--- src/rtl/hazard_ctrl.sv ---
// Pipeline hazard and sequencing controller: load-use bubbles, memory wait stalls,
// mispredict flushes and the halt drain. Define HAZARD_PERF_CNT_EN for stall/flush counters.
module hazard_ctrl #(
  parameter int HALT_DRAIN = 3,
  parameter int CNT_W      = 16
) (
  input  logic             clk,
  input  logic             rst_n,
  input  logic [3:0]       ID_p0_addr,
  input  logic [3:0]       ID_p1_addr,
  input  logic             ID_cntrl_re0,
  input  logic             ID_cntrl_re1,
  input  logic             ID_hlt,
  input  logic             EX_cntrl_mem_read,
  input  logic [3:0]       EX_reg_write_addr,
  input  logic             EX_mispredict,
  input  logic             mem_busy,
  output logic             stall,
  output logic             flush,
  output logic             insert_nop,
  output logic             pc_hold,
  output logic             if_id_hold,
  output logic             halted
`ifdef HAZARD_PERF_CNT_EN
  ,
  output logic [CNT_W-1:0] stall_cycles,
  output logic [CNT_W-1:0] flush_count
`endif
);

  localparam logic [1:0] RUN    = 2'd0;
  localparam logic [1:0] DRAIN  = 2'd1;
  localparam logic [1:0] HALTED = 2'd2;

  localparam logic [2:0] DRAIN_INIT = 3'(HALT_DRAIN - 1);

  logic [1:0] state, state_nxt;
  logic [2:0] drain_cnt, drain_cnt_nxt;
  logic       lu;

  // R0 is hardwired to zero, so a load targeting it can never create a hazard.
  assign lu = EX_cntrl_mem_read && (EX_reg_write_addr != 4'd0) &&
              ((ID_cntrl_re0 && (ID_p0_addr == EX_reg_write_addr)) ||
               (ID_cntrl_re1 && (ID_p1_addr == EX_reg_write_addr)));

  always_comb begin
    // NOTE: every signal written here gets a default first so no latch is inferred.
    state_nxt     = state;
    drain_cnt_nxt = drain_cnt;
    stall         = 1'b0;
    flush         = 1'b0;
    insert_nop    = 1'b0;
    pc_hold       = 1'b0;
    if_id_hold    = 1'b0;
    halted        = 1'b0;

    case (state)
      RUN: begin
        if (mem_busy) begin
          stall      = 1'b1;
          pc_hold    = 1'b1;
          if_id_hold = 1'b1;
        end else if (EX_mispredict) begin
          flush = 1'b1;
        end else if (lu) begin
          insert_nop = 1'b1;
          pc_hold    = 1'b1;
          if_id_hold = 1'b1;
        end else if (ID_hlt) begin
          pc_hold       = 1'b1;
          if_id_hold    = 1'b1;
          state_nxt     = DRAIN;
          drain_cnt_nxt = DRAIN_INIT;
        end
      end
      DRAIN: begin
        pc_hold    = 1'b1;
        if_id_hold = 1'b1;
        if (mem_busy) begin
          stall = 1'b1;
        end else if (EX_mispredict) begin
          // The HLT was fetched down the wrong path; resume normal execution.
          flush     = 1'b1;
          state_nxt = RUN;
        end else if (drain_cnt == 3'd0) begin
          state_nxt = HALTED;
        end else begin
          drain_cnt_nxt = drain_cnt - 3'd1;
        end
      end
      HALTED: begin
        halted     = 1'b1;
        pc_hold    = 1'b1;
        if_id_hold = 1'b1;
      end
      default: state_nxt = RUN;
    endcase

    if (!rst_n) begin
      stall      = 1'b0;
      flush      = 1'b0;
      insert_nop = 1'b0;
      pc_hold    = 1'b0;
      if_id_hold = 1'b0;
      halted     = 1'b0;
    end
  end

  always_ff @(posedge clk) begin
    // NOTE: sequential state uses non-blocking assignments so all registers update together.
    if (!rst_n) begin
      state     <= RUN;
      drain_cnt <= 3'd0;
    end else begin
      state     <= state_nxt;
      drain_cnt <= drain_cnt_nxt;
    end
  end

`ifdef HAZARD_PERF_CNT_EN
  // Saturating event counters; they stop at all-ones rather than wrapping.
  always_ff @(posedge clk) begin
    if (!rst_n) begin
      stall_cycles <= '0;
      flush_count  <= '0;
    end else begin
      if (stall && (stall_cycles != '1)) stall_cycles <= stall_cycles + 1'b1;
      if (flush && (flush_count != '1))  flush_count  <= flush_count + 1'b1;
    end
  end
`endif

endmodule

--- config.mk ---
export PLATFORM = sky130hd
export DESIGN_NAME = hazard_ctrl
export DESIGN_NICKNAME = d
export VERILOG_FILES = /design/src/rtl/hazard_ctrl.sv
export SDC_FILE = /design/constraint.sdc
export NUM_CORES = 1
export LEC_CHECK = 0
export BUFFER_PORTS_ARGS = -buffer_cell sky130_fd_sc_hd__buf_2
export CORE_AREA = 4 4 41 43
export CTS_BUF_LIST = sky130_fd_sc_hd__clkbuf_8
export CTS_CLUSTER_DIAMETER = 150
export DETAILED_ROUTE_END_ITERATION = 10
export DIE_AREA = 0 0 45 47
export PLACE_DENSITY = 0.84
export SYNTH_ARGS = -nofsm -noshare
export SYNTH_HDL_FRONTEND = slang
export SYNTH_SLANG_ARGS = --single-unit
--- constraint.sdc ---
create_clock -name clk -period 2.4 [get_ports clk]
set_input_delay 0.12 -clock clk [delete_from_list [all_inputs] [get_ports clk]]
set_output_delay 0.12 -clock clk [all_outputs]
set_load 0.01 [all_outputs]
## Word level (Yosys, flattened, before mapping)

Cells that the tools add are included.
Widths: inputs -> output; s select.

- Bits in registers: 5

- $add $sub $neg: 1
- Equality and inequality tests: 12
- Muxes and demuxes: 36
- Bitwise logic cells: 1
- Reduce and logical (&&, ||, !) cells: 13

Operators by type and width:

| kind | number |
|---|---|
| $mux 3 | 7 |
| $mux 1 | 19 |
| $mux 2 | 7 |
| $ne 2x2->1 const B | 7 |
| $eq 4x4->1 | 2 |
| $reduce_and 8->1 | 1 |
| $reduce_and 7->1 | 1 |
| $pmux 2 s3 | 1 |
| $pmux 3 s2 | 1 |
| $logic_and 1x1->1 | 4 |
| $reduce_bool 4->1 | 1 |
| $reduce_or 2->1 | 2 |
| $logic_not 3->1 | 1 |
| $ne 3x3->1 const B | 1 |
| $sub 3x1->3 const B | 1 |
| $eq 2x1->1 const B | 1 |
| $eq 2x2->1 const B | 1 |
| $logic_not 2->1 | 1 |
| $pmux 1 s2 | 1 |
| $reduce_bool 2->1 | 1 |
| $logic_or 1x1->1 | 1 |
| $not 1->1 | 1 |

## Longest topological paths before layout

Gate-level depths: netlist of the first run.

- Depth after elaboration: 9
- Gate-level depth with buffers: 8
- Gate-level depth less buffers: 7

## Worst setup path after synthesis of the first run

OpenSTA, ideal clock, no wires.

- Path type: register to output
- From: register state[0]
- To: output port pc_hold
- Data arrival time: 1.757 ns
- Data required time: 2.280 ns
- Setup slack: 0.523 ns
- Stages on the path, launching flop included: 9
- Buffers on the path: 1
- Cells stage by stage: dfxtp_1 -> inv_1 -> ha_1 -> nand2_1 -> nor2_1 -> and4_4 -> o21ai_0 -> a211oi_1 -> buf_4

- Cells in the longest elaborated chain, start to end: 4
- Elaborated cells between the ends (all ways): 6
- Those cells by class: eq/ne (2); mux (2); reduce/logical (2)

Ends and longest elaborated chain:

| item | line | RTL |
|---|---|---|
| from (decl) | 37 | `logic [1:0] state, state_nxt;` |
| from (signal assigned) | 115 | `state <= state_nxt;` |
| $eq 2x1->1 / $eq 2x2->1 (equally long branches) | - |  |
| $reduce_or 2->1 (no line) | - |  |
| $pmux 1 s2 * | - |  |
| $mux 1 * | - |  |
| to (decl) | 21 | `output logic pc_hold,` |

Every way passes the cells marked *; elsewhere a longest branch is shown, timed or not.

## Final worst setup path of the first run

- From: register state[1]
- To: output port if_id_hold

- Cells in the longest elaborated chain, start to end: 4
- Elaborated cells between the ends (all ways): 6
- Those cells by class: eq/ne (2); mux (2); reduce/logical (2)

Ends and longest elaborated chain:

| item | line | RTL |
|---|---|---|
| $eq 2x1->1 / $eq 2x2->1 (equally long branches) | 57 | `case (state)` |
| $reduce_or 2->1 (no line) | - |  |
| $pmux 1 s2 * | 57 |  |
| $mux 1 * | 99 | `if (!rst_n) begin` |
| to (decl) | 22 | `output logic if_id_hold,` |

Marks and branches as above.

==> results of run 1 <==
[logic make-up after synthesis]
logic type / count (synthesis)
AOI/OAI and AO/OA: 15
xor gates and xnor gates: 8
adders and majority gates: 6
buffers and inverters: 11
DFF: 5
muxes: 1
and+or+nand+nor: 26
[state kept, by name, indices dropped and copies added, names as in the netlist]
name and count:
drain_cnt 3, state 2
[layout make-up]
type	count	area, um2	share of cell area (%)
timing repair buffer	25	125	16.8
multi-input combinational	56	422	56.6
inverter	9	33.8	4.54
clock buffer	3	41.3	5.55
clock inverter	1	3.75	0.504
tap	15	18.8	2.52
sequential	5	100	13.4
[power groups by stage]
| stage | Clock, mW | Sequential [mW] | Combinational (mW) |
|---|---|---|---|
| 3_3_place_gp | 0 | 0.102 | 0.189 |
| 4_1_cts | 0.156 | 0.101 | 0.197 |
| 2_1_floorplan | 0 | 0.101 | 0.144 |
| 5_1_grt | 0.163 | 0.103 | 0.223 |
| 3_5_place_dp | 0 | 0.103 | 0.196 |
| 6_report | 0.153 | 0.101 | 0.196 |
[routing by layer]
layer  vias to the layer above  global-route usage (%)  part of all wire (%)
met1                       260                    15.0                    41
li1                        312                       -                     -
met4                         0                    14.0                   2.2
met5                         -                       0                     0
met3                         3                    2.68                   9.6
met2                        26                    24.0                    47
[worst max-delay path: stages (launching register included)]
cell	delay, ns
sky130_fd_sc_hd__dfxtp_1	0.32
sky130_fd_sc_hd__inv_1	0.09
sky130_fd_sc_hd__ha_1	0.26
sky130_fd_sc_hd__nand2_1	0.07
sky130_fd_sc_hd__nor2_1	0.14
sky130_fd_sc_hd__and4_4	0.27
sky130_fd_sc_hd__o21ai_0	0.12
sky130_fd_sc_hd__a211oi_1	0.25
sky130_fd_sc_hd__buf_2	0.18
[worst paths after layout]
| path | from | end | slack [ns] | cells after the start |
|---|---|---|---|---|
| setup reg to reg | state[1] | drain_cnt[0] | 0.48 | 7 |
| hold / removal | rst_n | drain_cnt[1] | 0.22 | 2 |
| setup / recovery | state[1] | if_id_hold | 0.36 | 8 |
| hold reg to reg | drain_cnt[0] | drain_cnt[0] | 0.48 | 1 |
[cell usage after synthesis]
cell type,instances,share of area (%)
sky130_fd_sc_hd__xor2_1,6,9.3
sky130_fd_sc_hd__nor3b_1,1,1.3
sky130_fd_sc_hd__nor3_1,4,3.5
sky130_fd_sc_hd__o311ai_0,1,1.5
sky130_fd_sc_hd__o21ai_0,3,2.6
sky130_fd_sc_hd__or3_1,1,1.1
sky130_fd_sc_hd__ha_1,6,13
sky130_fd_sc_hd__or3_4,1,2.0
sky130_fd_sc_hd__o41ai_1,1,1.5
sky130_fd_sc_hd__nor4_1,1,1.1
sky130_fd_sc_hd__nor4b_1,1,1.5
sky130_fd_sc_hd__nand2_1,5,3.3
sky130_fd_sc_hd__o32ai_1,1,1.5
sky130_fd_sc_hd__and2_1,1,1.1
sky130_fd_sc_hd__nor2_1,4,2.6
sky130_fd_sc_hd__a211oi_1,1,1.3
sky130_fd_sc_hd__clkbuf_1,1,0.66
sky130_fd_sc_hd__a21boi_0,1,1.3
sky130_fd_sc_hd__o311a_1,1,1.8
sky130_fd_sc_hd__o31ai_1,1,1.3
sky130_fd_sc_hd__inv_1,9,6.0
sky130_fd_sc_hd__a21o_1,1,1.3
sky130_fd_sc_hd__buf_4,1,1.3
sky130_fd_sc_hd__nand3_1,1,0.88
sky130_fd_sc_hd__nor2b_1,2,2.2
sky130_fd_sc_hd__a21oi_1,3,2.6
sky130_fd_sc_hd__xnor2_1,2,3.1
sky130_fd_sc_hd__or2_2,1,1.1
sky130_fd_sc_hd__mux2i_1,1,1.8
sky130_fd_sc_hd__o221a_2,1,2.0
sky130_fd_sc_hd__and4_4,2,4.0
sky130_fd_sc_hd__nor4_2,1,2.2
sky130_fd_sc_hd__dfxtp_1,5,18
[through the flow]
| stage | hold slack [ns] | instance area, um2 | instances | total power, mW |
|---|---|---|---|---|
| 6_report | 0.223 | 744 | 114 | 0.450 |
| 5_1_grt | 0.236 | 744 | 114 | 0.489 |
| 4_1_cts | 0.226 | 744 | 114 | 0.454 |
| 3_5_place_dp | 0.461 | 699 | 110 | 0.299 |
| 3_3_place_gp | 0.450 | 699 | 110 | 0.291 |
| 2_1_floorplan | 0.291 | 567 | 72 | 0.246 |
[placed cells by master, fill, tap and decap left out, types with 2 or more instances in the layout]
cell type | Yosys | final
sky130_fd_sc_hd__nor3_1 | 4 | 4
sky130_fd_sc_hd__ha_1 | 6 | 6
sky130_fd_sc_hd__buf_2 | 0 | 25
sky130_fd_sc_hd__inv_1 | 9 | 10
sky130_fd_sc_hd__dfxtp_1 | 5 | 5
sky130_fd_sc_hd__xor2_1 | 6 | 6
sky130_fd_sc_hd__clkbuf_8 | 0 | 3
sky130_fd_sc_hd__nor2b_1 | 2 | 2
sky130_fd_sc_hd__o21ai_0 | 3 | 3
sky130_fd_sc_hd__nor2_1 | 4 | 4
sky130_fd_sc_hd__a21oi_1 | 3 | 3
sky130_fd_sc_hd__xnor2_1 | 2 | 2
sky130_fd_sc_hd__nand2_1 | 5 | 5
sky130_fd_sc_hd__and4_4 | 2 | 2
==> impl_summary.md, run 1 <==
Status
The run finished with clean final reports.

Route
The number of DRC markers after the initial detailed-route iteration is 8. The routed layout has 601 vias. After detailed routing, the average wire length per cell comes to 11.3 um. The via-per-instance ratio is 5.27. The total length of routed wires is 1290 um.

The remaining number of nets flagged by the antenna check after routing is 0. The first detailed-routing pass ran for 4 iterations. The detailed-route DRC error count is 0.

Power and ir drop
Combinational cells account for 43.5% of the total power. Internal power comes to 0.296 mW. The clock network is responsible for 33.9% of the overall power. Net switching is 34.3% of the power. The analysis attributes to cell leakage a power of 0.359 nW. For this design the total switching power over the nets is 0.155 mW.

The largest voltage drop on the vdd net is 0.289 mV. The power density relative to cell area is 605 mW/mm2. The share of total power dissipated in sequential elements is 22.5%.

Synthesis
The netlist area before placement is 567 um2. Of the total synthesized cell area, the portion taken by AND, OR, NAND and NOR gates is 28.0%. Yosys printed 0 warnings. The number of standard cells after synthesis is 72. Synthesis instantiated 33 different standard cells from the library. By area, the combinational part of the netlist is dominated by simple AND/OR/NAND/NOR gates. The adder-cell share of the synthesized area is 13.2%. The post-synthesis area per instance is 7.87 um2. The compound-cell area share of the yosys netlist is 19.0%. Counting flops and latches in the post-synthesis netlist gives 5. The fraction of synthesized cell area in xor and xnor cells is 12.4%. The number of nets in the synthesized netlist is 98.

The portion of synthesized area spent on multiplexers is 1.77%. Of the synthesized area, sequential elements account for 17.7%.

Floorplan
The die extent in y is 47 um. The count of standard-cell rows is 13. The count of pins on the block boundary is 26. The overall die width is 45 um.

The effective utilization at floorplan is 43.6%. The core region is 0.00130 mm2. The floorplan step defined a die boundary enclosing 0.00212 mm2.

Placement
The post-placement setup slack is 0.480 ns. The total half-perimeter wirelength after legalization and detailed placement is 1110 um. The congestion estimate from routability-driven global placement came to 0.835.

The total of buffers placed on input and output ports is 25.

Clock network
Post-CTS repair changed the size of 0 cells. The CTS sink count is 5. The count of hold buffers inserted by post-cts repair is 0. The CTS buffer count is 3. The number of post-CTS setup repair buffers is 0.

The insertion delay of the later-clocked pin in the worst-skew pair is 0.22 ns. The CTS tree is built. The clock-pin slew on the worst setup and hold paths is 0.04 ns.

The number of levels in the clock H-tree is 1. The clock tree buffer depth is 2. CTS placed an instance of sky130_fd_sc_hd__clkbuf_8 at the clock tree root.

Timing
The final-report max-slew violation count is 0. The aggregate negative setup slack is 0 ns. For the pin with the worst max-slew slack, the measured transition is 0.390 ns.

The setup clock skew after layout is 0.00358 ns. The final worst-path cycle share is 85.2%. The final-report hold violation count came to 0. Setup repair after global routing left no endpoint under its margin. The post-layout worst setup margin is 0.355 ns.

The final critical-path required period is 2.04 ns. Timing would allow up to 0.489 GHz. The worst pin sits at a relative slew slack of 73.7%.

The number of failing setup endpoints in the final timing report is 0.

Global routing
The via count of the first global-routing pass came to 570. The pin count of the biggest net entering global routing is 11. The global-route wire length before repair is 2130 um. The overall routing resource usage is 14.4%. The global route total overflow is 0. The number of antenna violations at the first check in global routing is 0.

Critical path
Data arrives at the worst endpoint at 1.92 ns. The required time reported for the critical path endpoint is 2.28 ns. STA classifies the critical path endpoint as an output port. The kind of start point of the critical path is a register.

The highest fanout seen on the critical path is 6. The critical path class is reg -> out.

Cells and area
The fraction of final layout cells with drive strength greater than 1 is 34.3%. The share of the core filled with cells in the final layout is 57.2%. The repair_antennas step left the layout with diodes totalling 0.

The filler cell count in the final layout is 128. Compared with the post-synthesis result, the final layout area differs by 31.3%. The number of nets in the layout is 126.

Worst hold path
The min-delay analysis places its worst path in the category in -> reg.

Run
Max-cap violations in this run came to 0.
Power figures use the tool's default switching activity.
==> run 2: changes to the inputs <==
Settings changed: PLACE_DENSITY 0.84 to 0.74.
==> impl_summary.md, run 2 (same netlist as run 1, synthesis figures left out) <==
Status
The flow ran to the end, and the final reports show no timing, DRC or antenna violations.

Critical path
The highest fanout seen on the critical path was 6 (unchanged). The kind of start point of the critical path is a register. The worst setup path is of the reg -> out kind. The required time reported for the critical path endpoint is 2.28 ns (about the same). The total buffers and inverters traversed by the critical path is 2 (unchanged). Walking the worst path, the cells encountered are inv_1 > ha_1 > nand2_1 > nor2_1 > and4_4 > o21ai_0 > a211oi_1 > buf_2. On the critical path, the stage with the largest delay is an instance of sky130_fd_sc_hd__dfxtp_1. STA classifies the critical path endpoint as an output port. The cell family contributing the most delay on the critical path is simple AND/OR/NAND/NOR gates.

The data arrival time at the worst-slack endpoint was 1.98 ns (+0.06 ns). The worst stage delay on the critical path is 0.33 ns (about the same). The worst-case register-to-register setup slack is 0.44 ns (-0.04 ns).

Worst hold path
The path type of the worst min-delay path is in -> reg.

Placement
The total of buffers placed on input and output ports was 25 (unchanged). The placer congestion estimate came to 0.868 (+3.9%). The post-placement setup slack is 0.498 ns (+0.0177 ns). The cell count after placement is 110 (unchanged). The total half-perimeter wirelength after legalization and detailed placement is 1130 um (+1.3%).

Floorplan
The count of standard-cell rows was 13 (unchanged). The count of pins on the block boundary is 26 (unchanged). The overall die width is 45 um (unchanged). The effective utilization at floorplan is 43.6% (unchanged).

The total die area was 0.00212 mm2 (unchanged). The core footprint is 0.00130 mm2 (unchanged). The die extent in y was 47 um (unchanged).

Cells and area
The non-filler instance count after layout is 114 (unchanged). The diode insertion count for antenna repair is 0 (unchanged). The largest registers in the layout are drain_cnt (3), state (2).

The number of nets in the layout is 126 (unchanged). The fraction of final layout cells with drive strength greater than 1 is 34.3% (unchanged). The combined flip-flop and latch cell area is 100 um2 (unchanged). The share of the core filled with cells in the final layout is 57.2% (unchanged).

The filler cell count in the final layout is 128 (unchanged). In the layout the commonest cells are sky130_fd_sc_hd__buf_2 (25), sky130_fd_sc_hd__inv_1 (10), sky130_fd_sc_hd__xor2_1 (6), sky130_fd_sc_hd__ha_1 (6). The flip-flop count of the largest register, all copies and words added is 3 (unchanged). The register ranked first by flip-flop count is drain_cnt. The commonest non-fill, non-tap cell in the layout is sky130_fd_sc_hd__buf_2. The growth of design area from synthesis to finish was 31.3% (unchanged). The multi-input logic area is 422 um2 (unchanged).

Route
The wire length per cell after detailed routing was 12.2 um (+7.7%). The via-per-instance ratio is 5.46 (+3.5%). The total length of routed wires is 1390 um (+7.7%). The number of DRC markers after the initial detailed-route iteration is 22 (+14). The detailed-route DRC error count was 0 (unchanged). The total vias in the final route is 622 (+3.5%). The remaining number of nets flagged by the antenna check after routing is 0 (unchanged).

The number of iterations in the first detailed-routing pass is 4 (unchanged).

Clock network
The clock-pin slew on the worst setup and hold paths is 0.03 ns (about the same). The cell at the root of the clock tree is sky130_fd_sc_hd__clkbuf_8. The insertion delay of the later-clocked pin in the worst-skew pair is 0.22 ns (about the same).

The count of hold buffers inserted by post-cts repair is 0 (unchanged). The number of levels in the clock H-tree is 1 (unchanged). The count of cells resized by post-cts repair is 0 (unchanged). TritonCTS built the clock tree. The clock tree buffer depth was 2 (unchanged).

The CTS sink count is 5 (unchanged). The number of post-CTS setup repair buffers came to 0 (unchanged). The CTS buffer count is 3 (unchanged).

Timing
The actual slew at the worst max-slew pin came to 0.348 ns (-0.0427 ns). The final-report hold violation count came to 0 (unchanged). The number of failing setup endpoints in the final timing report is 0 (unchanged). The setup clock skew after layout is 0.000941 ns (-0.00264 ns). The final-report max-slew violation count is 0 (unchanged). The final critical-path required period is 2.10 ns (+0.0548 ns). Setup repair after global routing left no endpoint under its margin. The achievable frequency is 0.476 GHz (-2.6%). The worst hold slack is 0.224 ns (+0.000746 ns). The worst slew margin relative to its limit is 76.5% (+2.8 points). The aggregate negative setup slack is 0 ns (unchanged). The final worst-path cycle share is 87.5% (+2.3 points). The post-layout worst setup margin is 0.301 ns (-0.0548 ns).

Global routing
The via count of the first global-routing pass came to 609 (+6.8%). The global-route wire length before repair was 2390 um (+12%). The pin count of the biggest net entering global routing is 11 (unchanged). The global route total overflow came to 0 (unchanged). The number of antenna violations at the first check in global routing is 0 (unchanged). The overall routing resource usage came to 16.3% (+1.9 points).

Power and ir drop
The largest voltage drop on the vdd net is 0.230 mV (-21%). The total leakage power is 0.359 nW (unchanged). The power density relative to cell area is 607 mW/mm2 (+0.46%).

Run
The max-capacitance violation count was 0 (unchanged).
[run 2: per-layer routing]
layer / track usage (%) / vias to the layer above / routed length (um) / share of wire (%)
li1: - / 309 / - / -
met1: 17.7 / 274 / 594 / 43
met2: 26.8 / 35 / 600 / 43
met3: 3.45 / 4 / 145 / 10
met4: 14.0 / 0 / 48 / 3.5
met5: 0 / - / 0 / 0
[run 2: metrics by stage]
step	total power, mW	instance area, um2
2_1_floorplan	0.246	567
3_3_place_gp	0.298	699
3_5_place_dp	0.300	699
4_1_cts	0.456	744
5_1_grt	0.492	744
6_report	0.452	744
[run 2: where the power goes]
group          leakage, nW  switching (mW)  internal (mW)
Sequential          0.0407         0.00757         0.0945
Clock               0.0269          0.0408          0.110
Combinational        0.292           0.108         0.0920
Total                0.359           0.156          0.296
[run 2: worst paths after layout]
path	startpoint	to	depth (start not counted)
max reg2reg	state[1]	drain_cnt[0]	7
min reg2reg	drain_cnt[2]	drain_cnt[2]	2
min	rst_n	drain_cnt[1]	2
max	state[0]	if_id_hold	8
[run 2: final cells by class]
| class | count | share of cell area, % |
|---|---|---|
| clock buffer | 3 | 5.55 |
| multi-input combinational | 56 | 56.6 |
| clock inverter | 1 | 0.504 |
| sequential | 5 | 13.4 |
| tap | 15 | 2.52 |
| inverter | 9 | 4.54 |
| timing repair buffer | 25 | 16.8 |
